## config.mk

```make
export PLATFORM = sky130hd
export DESIGN_NAME = rival_traffic_ctrl
export DESIGN_NICKNAME = d
export VERILOG_FILES = /design/src/rtl/rival_traffic_ctrl.sv
export SDC_FILE = /design/constraint.sdc
export NUM_CORES = 1
export LEC_CHECK = 0
export ABC_AREA = 0
export CORE_ASPECT_RATIO = 0.5
export CORE_UTILIZATION = 45
export DETAILED_ROUTE_END_ITERATION = 8
export HOLD_SLACK_MARGIN = 0.05
export PLACE_DENSITY = 0.76
export SETUP_SLACK_MARGIN = 0.15
export SLEW_MARGIN = 20
export SYNTH_ARGS = -nofsm -noshare
export SYNTH_HDL_FRONTEND = slang
export SYNTH_SLANG_ARGS = --single-unit
```

## constraint.sdc

```tcl
create_clock -name clk -period 4.7 [get_ports clk]
set_input_delay 0.705 -clock clk [delete_from_list [all_inputs] [get_ports clk]]
set_output_delay 0.705 -clock clk [all_outputs]
set_load 0.03 [all_outputs]
```

## src/rtl/rival_traffic_ctrl.sv

```systemverilog
// Rival car spawn/move/retire with player overlap detection and an 8-bit LFSR.
// Optional feature macro RIVAL_SPEEDUP_EN: per-rival step grows with pass_cnt, latched at spawn.
module rival_traffic_ctrl #(
  parameter int unsigned LANE_X0    = 50,
  parameter int unsigned LANE_PITCH = 40,
  parameter int unsigned CAR_W      = 14,
  parameter int unsigned CAR_H      = 16,
  parameter int unsigned SPAWN_Y    = 0,
  parameter int unsigned BOTTOM_Y   = 300,
  parameter int unsigned SPEED      = 1,
  parameter int unsigned SPAWN_GAP  = 32
) (
  input  logic       clk,
  input  logic       rst_n,
  input  logic       frame_tick,
  input  logic       run,
  input  logic [9:0] car_x,
  input  logic [9:0] car_y,
  output logic [9:0] rival_x,
  output logic [9:0] rival_y,
  output logic       rival_active,
  output logic [7:0] random_num,
  output logic       collision,
  output logic [7:0] pass_cnt
);

  localparam int unsigned PW  = 10;
  localparam int unsigned PWW = PW + 1;
  localparam int unsigned GW  = $clog2(SPAWN_GAP + 1);

  typedef enum logic [1:0] {S_IDLE, S_WAIT, S_MOVE, S_HIT} state_e;

  state_e         state_q, state_d;
  logic [PW-1:0]  x_q, x_d;
  logic [PW-1:0]  y_q, y_d;
  logic           active_q, active_d;
  logic           coll_q, coll_d;
  logic [7:0]     lfsr_q, lfsr_d;
  logic [7:0]     pass_q, pass_d;
  logic [GW-1:0]  gap_q, gap_d;

  logic [PW-1:0]  step_c;
  logic [PW-1:0]  dx_c, dy_c;
  logic           overlap_c;
  logic [PWW-1:0] y_sum_c;
  logic [PW-1:0]  spawn_x_c;

`ifdef RIVAL_SPEEDUP_EN
  logic [PW-1:0]  step_q, step_d;
  logic [1:0]     bump_c;

  // +1 px/frame per 8 passes, capped at +3
  assign bump_c = (pass_q[7:3] > 5'd3) ? 2'd3 : pass_q[4:3];
  assign step_c = step_q;
`else
  assign step_c = PW'(SPEED);
`endif

  // Unsigned distance avoids wrap; identical to an 11-bit signed abs difference
  always_comb begin
    dx_c      = (car_x >= x_q) ? (car_x - x_q) : (x_q - car_x);
    dy_c      = (car_y >= y_q) ? (car_y - y_q) : (y_q - car_y);
    overlap_c = (dx_c < PW'(CAR_W)) && (dy_c < PW'(CAR_H));
    y_sum_c   = {1'b0, y_q} + {1'b0, step_c};
    spawn_x_c = PW'(LANE_X0) + PW'(lfsr_q[1:0]) * PW'(LANE_PITCH);
  end

  always_comb begin
    state_d  = state_q;
    x_d      = x_q;
    y_d      = y_q;
    active_d = active_q;
    coll_d   = 1'b0;
    pass_d   = pass_q;
    gap_d    = gap_q;
    lfsr_d   = {lfsr_q[6:0], lfsr_q[7] ^ lfsr_q[5] ^ lfsr_q[4] ^ lfsr_q[3]};
`ifdef RIVAL_SPEEDUP_EN
    step_d   = step_q;
`endif

    case (state_q)
      S_IDLE: begin
        active_d = 1'b0;
        if (run) begin
          state_d = S_WAIT;
          gap_d   = GW'(SPAWN_GAP);
          pass_d  = 8'd0;
        end
      end
      S_WAIT: begin
        if (!run) begin
          state_d  = S_IDLE;
          active_d = 1'b0;
          x_d      = '0;
          y_d      = '0;
        end else if (frame_tick) begin
          if (gap_q <= GW'(1)) begin
            state_d  = S_MOVE;
            x_d      = spawn_x_c;
            y_d      = PW'(SPAWN_Y);
            active_d = 1'b1;
`ifdef RIVAL_SPEEDUP_EN
            step_d   = PW'(SPEED) + PW'(bump_c);
`endif
          end else begin
            gap_d = gap_q - GW'(1);
          end
        end
      end
      S_MOVE: begin
        // Collision outranks a coincident frame tick
        if (!run) begin
          state_d  = S_IDLE;
          active_d = 1'b0;
          x_d      = '0;
          y_d      = '0;
        end else if (overlap_c) begin
          state_d = S_HIT;
          coll_d  = 1'b1;
        end else if (frame_tick) begin
          if (y_sum_c > PWW'(BOTTOM_Y)) begin
            state_d  = S_WAIT;
            active_d = 1'b0;
            gap_d    = GW'(SPAWN_GAP);
            pass_d   = (pass_q == 8'hFF) ? pass_q : pass_q + 8'd1;
          end else begin
            y_d = y_sum_c[PW-1:0];
          end
        end
      end
      S_HIT: begin
        if (!run) begin
          state_d  = S_IDLE;
          active_d = 1'b0;
          x_d      = '0;
          y_d      = '0;
        end
      end
      default: state_d = S_IDLE;
    endcase
  end

  always_ff @(posedge clk or negedge rst_n) begin
    if (!rst_n) begin
      state_q  <= S_IDLE;
      x_q      <= '0;
      y_q      <= '0;
      active_q <= 1'b0;
      coll_q   <= 1'b0;
      lfsr_q   <= 8'hA5;
      pass_q   <= 8'd0;
      gap_q    <= '0;
`ifdef RIVAL_SPEEDUP_EN
      step_q   <= '0;
`endif
    end else begin
      state_q  <= state_d;
      x_q      <= x_d;
      y_q      <= y_d;
      active_q <= active_d;
      coll_q   <= coll_d;
      lfsr_q   <= lfsr_d;
      pass_q   <= pass_d;
      gap_q    <= gap_d;
`ifdef RIVAL_SPEEDUP_EN
      step_q   <= step_d;
`endif
    end
  end

  assign rival_x      = x_q;
  assign rival_y      = y_q;
  assign rival_active = active_q;
  assign random_num   = lfsr_q;
  assign collision    = coll_q;
  assign pass_cnt     = pass_q;

endmodule

```

==> results.toml <==
[global_routing]
met1_usage = 0.3133
busiest_layer = "met2"
met3_usage = 0.02281
grt_start_max_net_pins = 43
grtUsageTotal = 0.2121
antenna_found_initial = 0
grt_pass1_vias = 3443
grtUsageMet2 = 0.3271
grt_overflow = 0
grt_pass1_wl_mm = 16.13

[yosys]
synth.avg_cell_area_um2 = 8.244
ys_top_cells_by_count = "inv_1 (49), nor2_1 (47), ha_1 (40)"
synth_seq_cells = 42
synthDominantCellAreaShare = 0.2349
yosysTopAreaCell = "dfrtp_1"
synth_cell_types = 73
syn_area_um2 = 4048
yosys_warnings = 0
synth_area_leaders = "dfrtp_1 (23%), ha_1 (12%), inv_1 (4.5%), nor2_1 (4.4%), a21oi_1 (3.6%)"
ys_dominant_reg_cell = "dfrtp_1"
yosysMostFrequentCell = "inv_1"
syn_inst = 491
synth_edf_count = 0
async_reset_ff_frac = 1.000
yosysSeqAreaShare = 0.2609

[min_path]
hold_class = "register to register"
hold_start = "random_num[6]"
worst_hold_path.endpoint = "random_num[7]"
min_path_cells = 0

[floorplan]
die_y_um = 69.06
die_w_um = 136.1
num_rows = 24
ios = 62
core_um2 = 8708
die-area_um2 = 9401
initial_core_util = 0.4648

[critical_path]
critPathMaxStageDelay_ns = 0.49
worstPathCellList = "clkdlybuf4s50_1 > inv_1 > ha_1 > and4_4 > a31oi_1 > nand2_2 > a21oi_1 > nand3_1 > a32o_1 > a211oi_4 > a31oi_4 > and2_1 > a31o_1"
r2r_cells = 11
path_max_fanout = 10
path_depth = 13
critPathTopFamily = "compound AO/OA/AOI/OAI gates"
crit_slowest_cell = "clkdlybuf4s50_1"
endpoint_kind = "register"
r2r-end = "rival_y[4]"
cp.required_ns = 4.87
worst-path-buf-inv = 2
r2r-start = "rival_y[6]"
path_class = "input port to register"
startpoint_type = "input port"
r2r_slack_ns = 1.02
critPathArrivalTime_ns = 4.28

[clock_network]
cts_tree = "done"
cts_resized = 0
cts_made_buffers = 5
root_buffer = "clkbuf_16"
cts.sinks = 42
htree_levels = 2
clk_latency_ns = 0.28
hold_buffers = 0
post_cts_buffers = 0
cts_buffer_depth = 2
clkTransAtPathRegs_ns = 0.06

[power]
power_leakage_nw = 2.105
p_per_area_nw_per_um2 = 262.1
vdd_ir_drop_max_uv = 156.3

[sta]
clock_skew_ns = 0.003849
finalMaxSlewViolations = 0
relSlewSlack = 0.3973
layout_setup_ws_ns = 0.5911
setup_violations = 0
period_needed_ns = 4.109
setup_tns_ns = 0
fin_crit_sh = 0.8742
tightest_slew_ns = 0.9040
max_freq_mhz = 243.4
hold_viol_final = 0
rsz0062_at_grt = "false"

[drt]
dr.pass1.iters = 5
wl_mm = 9.691
drtAntennaViolNets = 0
wl_per_cell_um = 14.86
dr_total_vias = 3783
drc = 0
via_per_inst = 5.802
drtIter0Drc = 289

[cells_and_area]
final_util = 0.5503
n_antenna_cell = 0
final_layout_size_suffix_gt1_frac = 0.07290
area_growth_pct = 18.39
num-fill-cells = 792
nets = 599

[placement]
place_ws_ns = 0.3239
port_buffers = 57
place_hpwl_mm = 7.488
place_congestion = 0.9568

[outcome]
status = "finished clean"

[job]
max_cap_viol_count = 0
[cells in the final DEF (no fill, tap or decap), types with 3 or more instances in the layout]
master and count:
nand2_1 35, xor2_1 3, nand3b_1 3, nand2b_1 7
dfstp_2 4, and2_1 6, o211ai_1 11, a21o_1 10
nor3b_1 3, buf_4 3, o21ai_0 21, o2111ai_1 3
a211o_1 4, ha_1 40, mux2i_1 5, nor2_1 47
xnor2_1 5, a22o_1 6, a211oi_1 7, or3_1 5
nand4_1 5, o21a_1 9, and4_1 3, a21oi_1 29
conb_1 4, clkbuf_16 5, nor2b_1 5, dfrtp_1 38
a31oi_1 6, nor3_1 17, and3_1 6, a32o_1 3
a31o_2 4, inv_1 49, clkdlybuf4s50_1 56, nand3_1 17
[cells by family (layout without fill, tap and decap cells)]
logic type,after synthesis,after routing,synth area share
buffers and inverters,76,117,0.08655
multiplexers,7,7,0.01886
flip-flops,42,42,0.2609
AND/OR/NAND/NOR,176,176,0.2238
adder cells (fa/ha/maj),41,41,0.1286
XOR/XNOR,8,8,0.01731
other,1,4,0.0009265
AO/OA/AOI/OAI,140,140,0.2631
[layout make-up]
class / count / area, µm² / area share
multi-input combinational: 376 / 2653 / 0.5535
sequential: 42 / 1056 / 0.2204
timing repair buffer: 60 / 588.1 / 0.1227
inverter: 49 / 183.9 / 0.03838
tap: 117 / 146.4 / 0.03055
clock buffer: 5 / 125.1 / 0.02611
clock inverter: 3 / 40.04 / 0.008355
[per-layer routing]
metal	vias up	wire length [µm]
met4	0	89
met2	134	4289
met3	8	487
met1	1802	4825
li1	1839	-
met5	-	0
[sequential cells by signal, indices dropped and copies added (netlist names)]
register,flops
gap_q,6
rival_y,10
rival_active,1
random_num,8
state_q,2
rival_x,6
collision,1
pass_cnt,8
[power by group]
| group | leakage, nW | internal, mW | switching, mW |
|---|---|---|---|
| Sequential | 0.559 | 0.393 | 0.0440 |
| Clock | 0.0836 | 0.248 | 0.137 |
| Combinational | 1.46 | 0.187 | 0.246 |
[how the worst max path moves through the flow]
| stage | start | to | slack (ns) |
|---|---|---|---|
| 5_1_grt | car_x[1] | rival_y[4] | 0.32 |
| 3_3_place_gp | car_x[1] | rival_y[4] | 0.44 |
| 6_report | car_y[5] | rival_y[4] | 0.59 |
| 2_1_floorplan | car_x[1] | gap_q[1] | 1.12 |
| 4_1_cts | car_x[1] | rival_y[4] | 0.62 |
| 3_5_place_dp | car_x[1] | rival_y[4] | 0.32 |
[worst register-to-register path, stage by stage, from the launching register on]
cell,delay [ns]
dfrtp_1,0.48
ha_1,0.49
and4_4,0.28
a31oi_1,0.24
nand2_2,0.16
a21oi_1,0.29
nand3_1,0.13
a32o_1,0.30
a211oi_4,0.48
a31oi_4,0.21
and2_1,0.27
a31o_1,0.24
[per-stage QoR]
step / instances / total power, mW / instance area (µm²) / hold slack (ns)
6_report: 652 / 1.256 / 4792 / 0.3858
2_1_floorplan: 494 / 0.7610 / 4059 / 0.3556
3_5_place_dp: 644 / 0.8709 / 4627 / 0.3729
4_1_cts: 652 / 1.260 / 4792 / 0.3931
3_3_place_gp: 644 / 0.8641 / 4627 / 0.3711
5_1_grt: 652 / 1.339 / 4792 / 0.3972
(Power assumes the default switching activity.)
